$ cat config.mk
export PLATFORM = sky130hd
export DESIGN_NAME = regfile_2r1w
export DESIGN_NICKNAME = d
export VERILOG_FILES = /design/src/rtl/regfile_2r1w.sv
export SDC_FILE = /design/constraint.sdc
export NUM_CORES = 1
export LEC_CHECK = 0
export ABC_CLOCK_PERIOD_IN_PS = 3950
export CORE_ASPECT_RATIO = 1.5
export CORE_MARGIN = 4
export CORE_UTILIZATION = 35
export DETAILED_ROUTE_END_ITERATION = 7
export GPL_TIMING_DRIVEN = 1
export PLACE_DENSITY_LB_ADDON = 0.1
export SYNTH_ARGS = -nofsm -noshare
export SYNTH_HDL_FRONTEND = slang
export SYNTH_SLANG_ARGS = --single-unit
export TNS_END_PERCENT = 30
$ cat constraint.sdc
create_clock -name clk -period 3.95 [get_ports clk]
set_clock_uncertainty 0.05 [all_clocks]
set_input_delay 0.395 -clock clk [delete_from_list [all_inputs] [get_ports clk]]
set_output_delay 0.395 -clock clk [all_outputs]
set_load 0.01 [all_outputs]
$ cat src/rtl/regfile_2r1w.sv
// 2-read/1-write register file, registered reads with write-first bypass.
// Optional PARITY_EN macro adds per-entry even parity and the rd_perr flag.
module regfile_2r1w #(
  parameter int DATA_W       = 8,
  parameter int ADDR_W       = 3,
  parameter int R0_CONST     = 13,
  parameter int R0_HARDWIRED = 1
) (
  input  logic              clk,
  input  logic              rst_n,
  input  logic              wr_en,
  input  logic [ADDR_W-1:0] wr_addr,
  input  logic [DATA_W-1:0] wr_data,
  input  logic              rd_en,
  input  logic [ADDR_W-1:0] rd_addr1,
  input  logic [ADDR_W-1:0] rd_addr2,
  output logic [DATA_W-1:0] rd_data1,
  output logic [DATA_W-1:0] rd_data2,
  output logic              rd_valid
`ifdef PARITY_EN
  ,
  output logic              rd_perr
`endif
);

  localparam int DEPTH = 1 << ADDR_W;
  localparam logic [DATA_W-1:0] R0_VAL = DATA_W'(R0_CONST);
  localparam bit HW = (R0_HARDWIRED != 0);

  logic [DATA_W-1:0] mem [DEPTH];

  logic              z1, z2;
  logic              byp1, byp2;
  logic              wr_ok;
  logic [DATA_W-1:0] nxt1, nxt2;

  // Hardwired entry 0 never takes writes and never bypasses.
  always_comb begin
    z1    = HW && (rd_addr1 == '0);
    z2    = HW && (rd_addr2 == '0);
    wr_ok = wr_en && !(HW && (wr_addr == '0));
    byp1  = wr_en && (wr_addr == rd_addr1) && !z1;
    byp2  = wr_en && (wr_addr == rd_addr2) && !z2;
    nxt1  = byp1 ? wr_data : mem[rd_addr1];
    nxt2  = byp2 ? wr_data : mem[rd_addr2];
  end

  always_ff @(posedge clk) begin
    if (!rst_n) begin
      for (int i = 0; i < DEPTH; i++)
        mem[i] <= (i == 0) ? R0_VAL : '0;
    end else if (wr_ok) begin
      mem[wr_addr] <= wr_data;
    end
  end

  always_ff @(posedge clk) begin
    if (!rst_n) begin
      rd_data1 <= '0;
      rd_data2 <= '0;
      rd_valid <= 1'b0;
    end else begin
      rd_valid <= rd_en;
      if (rd_en) begin
        rd_data1 <= nxt1;
        rd_data2 <= nxt2;
      end
    end
  end

`ifdef PARITY_EN
  logic [DEPTH-1:0] par_q;
  logic             np1, np2;
  logic             err1, err2;

  always_comb begin
    np1  = byp1 ? ^wr_data : par_q[rd_addr1];
    np2  = byp2 ? ^wr_data : par_q[rd_addr2];
    err1 = ((^nxt1) ^ np1) && !z1;
    err2 = ((^nxt2) ^ np2) && !z2;
  end

  always_ff @(posedge clk) begin
    if (!rst_n) begin
      for (int i = 0; i < DEPTH; i++)
        par_q[i] <= (i == 0) ? ^R0_VAL : 1'b0;
    end else if (wr_ok) begin
      par_q[wr_addr] <= ^wr_data;
    end
  end

  always_ff @(posedge clk) begin
    if (!rst_n)
      rd_perr <= 1'b0;
    else
      rd_perr <= rd_en && (err1 || err2);
  end
`endif

endmodule

Word level (Yosys, flattened, before mapping). Memory sizes are Yosys's and may differ from the RTL's. A register that Yosys moved wholly into a read port is not among the register bits. Cells that the tools add are included.

Reductions and logical operators: 6. Multiplexer cells: 7.

Operator list (count): $mux W8 (1); $reduce_or A8 Y1 (1); $mux W1 (5); $logic_not A1 Y1 (3); $logic_not A3 Y1 (1); $mux W3 (1); $logic_and A1 B1 Y1 (1).

Word-level logic and storage cells: 15. Register bits after elaboration: 1. Memories: 1. RAM bits: 64. Input port bits: 21.

Memories: mem (depth 8, bits a word 8, read ports 2, clocked after Yosys merged registers in 2, write ports 8, RTL line 30) `logic [DATA_W-1:0] mem [DEPTH];`.

Logic depth before layout (Yosys ltp).
Depth after elaboration: 8. Gate-level depth with buffers: 6. Mapped depth without buffers: 4.

Least setup slack after synthesis. OpenSTA, ideal clock, no wires.

Path type: in2reg. Start point: in rst_n. End point: mem mem[7][0] (enable). Required time: 3516 ps. Setup time: 384 ps. Slack: 2172 ps. Cell stages on the path: 3. Arrival time: 1344 ps. Path through: clkbuf_4 nand3_2 o21ai_0.

RTL lines: start: declaration (RTL line 10) `input logic rst_n,`; end: declaration (RTL line 30).

==> results.sh <==
export IMPL_outcome="finished clean"
export IMPL_p_switching_mw=0.486
export IMPL_p_leak_nw=1.84
export IMPL_grt_pass1_wl_um=16400
export IMPL_fin_hold_ws_ns=0.424
export IMPL_drive_above_1_share_pct=11.8
export IMPL_ctsResizeCount=0
export IMPL_synth_area_um2=4270
export IMPL_grt_max_degree=18
export IMPL_slew_headroom_pct=51.6
export IMPL_drt_iter0_drc=129
export IMPL_layout_min_cycle_time_ns=2.69
export IMPL_cp_arrival_ns=2.61
export IMPL_fin_cells=474
export IMPL_grt_busiest_layer="met2"
export IMPL_p_sw_share_pct=23.3
export IMPL_num_io_pins=38
export IMPL_core_area_um2=12000
export IMPL_dieArea_um2=14100
export IMPL_rows=49
export IMPL_startpoint="wr_addr[0]"
export IMPL_synth_seq_cells=81
export IMPL_worstReg2RegEnd="rd_data2[2]$_SDFFE_PN0P_"
export IMPL_critPathMaxFanout=9
export IMPL_dp_cells=458
export IMPL_clkTransAtPathRegs_ns=0.06
export IMPL_antenna_cells=0
export IMPL_clock_root_buffer="clkbuf_16"
export IMPL_timing_fmax_ghz=0.371
export IMPL_place_congestion=0.792
export IMPL_hp_start="rd_data2[6]$_SDFFE_PN0P_"
export IMPL_crit_slowest_cell="clkdlybuf4s50_1"
export IMPL_dpl_hpwl_um=7700
export IMPL_holdBufCountCts=0
export IMPL_drc_errors=0
export IMPL_synth_cell_types=30
export IMPL_worstHoldEndpoint="rd_data2[6]$_SDFFE_PN0P_"
export IMPL_maxCapViolCount=0
export IMPL_worstHoldPathCells=2
export IMPL_synth_area_per_cell_um2=15.8
export IMPL_htreeDepth=3
export IMPL_path_class="input port to register"
export IMPL_first_pass_iters=4
export IMPL_detail_route_antenna_nets=0
export IMPL_die_y_um=143
export IMPL_wl_per_cell_um=22.1
export IMPL_ir_drop_mv=0.156
export IMPL_finalWirelength_um=10500
export IMPL_required_ns=3.87
export IMPL_ys_seq_area_share_pct=53.0
export IMPL_vias=2501
export IMPL_vias_per_cell=5.28
export IMPL_portBuffers=37
export IMPL_grt_overflow_total=0
export IMPL_clock_latency_ns=0.33
export IMPL_crit_chain="clkdlybuf4s50_1 -> nand3_2 -> nor3b_2 -> nand2b_1"
export IMPL_combPwrFrac_pct=12.5
export IMPL_rrSetupSlack_ns=2.56
export IMPL_p_clk_share_pct=39.0
export IMPL_rr_startpoint="mem[1][2]$_SDFFCE_PN0P_"
export IMPL_worstMarginPinSlew_ns=0.723
export IMPL_layout_nets=337
export IMPL_cpPeakStageDelay_ns=0.82
export IMPL_clock_sinks=81
export IMPL_placed_cell_area_um2=4780
export IMPL_rsz0062_at_grt="false"
export IMPL_fin_area_um2=5070
export IMPL_fin_util_pct=42.4
export IMPL_yosys_warnings=0
export IMPL_slew_viol_final=0
export IMPL_preCtsSetupSlack_ns=0.868
export IMPL_numCtsBuffers=9
export IMPL_p_total_mw=2.09
export IMPL_fillCellCount=1112
export IMPL_grt_util_met3_pct=2.39
export IMPL_use_met1_pct=18.4
export IMPL_timing_final_crit_share_pct=68.1
export IMPL_grtUsageMet2_pct=29.0
export IMPL_setup_violations=0
export IMPL_startpoint_type="input port"
export IMPL_post_cts_buffers=0
export IMPL_end_kind="register"
export IMPL_cts_buffer_depth=2
export IMPL_power_per_cell_area_nw_per_um2=411
export IMPL_tritoncts="done"
export IMPL_fin_setup_tns_ns=0
export IMPL_setup_ws_ns=1.26
export IMPL_start_util_pct=35.7
export IMPL_r2r_cells=3
export IMPL_synthCells=270
export IMPL_hold_class="register to register"
export IMPL_grt_usage_pct=15.6
export IMPL_p_int_mw=1.60
export IMPL_area_growth_pct=18.9
export IMPL_pwr_share_seq_pct=48.4
export IMPL_die_w_um=98.1
export IMPL_grt_antenna_before_repair=0
export IMPL_grt_pass1_vias=2756
export IMPL_final_hold_violation_count=0
-- metal layers --
metal | up-vias | routed length [um]
li1 | 1172 | -
met1 | 1276 | 4360
met2 | 44 | 5710
met3 | 9 | 262
met4 | 0 | 147
met5 | - | 0
-- cell usage in the layout, fill, tap and decap left out, types with 9 or more instances in the layout --
master,synthesis,layout
dfxtp_1,17,17
clkdlybuf4s50_1,0,37
mux2i_1,16,16
mux4_1,28,28
a32oi_1,16,16
clkbuf_16,0,9
and2_1,56,56
o21ai_0,15,15
edfxtp_1,64,64
-- registers in the layout, summed over array words and instances (netlist names) --
signal and cells:
mem 64, rd_data1 8, rd_data2 8, rd_valid 1
-- power groups by stage --
stage | logic [mW] | registers [mW] | clock network [mW]
final | 0.262 | 1.01 | 0.814
after global routing | 0.281 | 1.02 | 0.869
after global placement | 0.266 | 1.03 | 0
after floorplan | 0.154 | 1.02 | 0
after detailed placement | 0.266 | 1.03 | 0
after CTS | 0.266 | 1.01 | 0.830
-- final cells by class --
class                           instances  area, um2  area share (%)
Timing Repair Buffer                   45        430            8.49
Inverter                                2       7.51           0.148
Clock buffer                           11        233            4.59
Multi-Input combinational cell        177       1890            37.3
Sequential cell                        81       2260            44.6
Clock inverter                          5       56.3            1.11
Tap cell                              153        191            3.77
-- Yosys cell counts --
cell / instances / area (um2)
inv_1: 2 / 7.51
o21ai_0: 15 / 75.1
nand2b_1: 6 / 37.5
dfxtp_1: 17 / 340
nor4b_4: 2 / 47.6
buf_2: 4 / 20.0
buf_4: 3 / 22.5
a32oi_1: 16 / 140
nor3b_2: 2 / 25.0
buf_6: 6 / 67.6
a21o_2: 1 / 8.76
mux2i_1: 16 / 160
o21ai_1: 2 / 10.0
nor3_4: 2 / 32.5
mux4_1: 28 / 736
edfxtp_1: 64 / 1920
nand2_1: 3 / 11.3
nor2_1: 2 / 7.51
mux4_2: 4 / 90.1
nor2_2: 2 / 12.5
a21o_1: 1 / 7.51
conb_1: 2 / 7.51
xor2_1: 6 / 52.6
nor3_2: 1 / 10.0
nor3_1: 2 / 10.0
clkbuf_4: 1 / 7.51
clkbuf_2: 2 / 10.0
and2_1: 56 / 350
o311ai_4: 1 / 26.3
nand3_2: 1 / 10.0
-- cells by family (layout without fill, tap and decap cells) --
logic type             after synthesis  in the layout  share of synthesized area [%]
flip-flops                          81             81                           53.0
AND/OR/NAND/NOR                     79             79                           13.0
multiplexers                        48             48                           23.1
AO/OA/AOI/OAI                       36             36                           6.28
buffers and inverters               18             63                           3.17
XOR/XNOR                             6              6                           1.23
other                                2              8                          0.176
-- critical path, delay by kind of cell --
family	cells	cell delay, ns
and+or+nand+nor	3	1.37
buffers and inverters	1	0.82
-- how the worst max path moves through the flow --
stage | cells after the start | to
floorplan | 3 | mem[7][0]$_SDFFCE_PN0P_
global placement | 4 | mem[5][4]$_SDFFCE_PN0P_
detailed placement | 4 | mem[5][6]$_SDFFCE_PN0P_
CTS | 4 | mem[5][0]$_SDFFCE_PN0P_
global route | 4 | mem[5][0]$_SDFFCE_PN0P_
finish | 4 | mem[5][0]$_SDFFCE_PN0P_
Power figures use the tool's default switching activity.
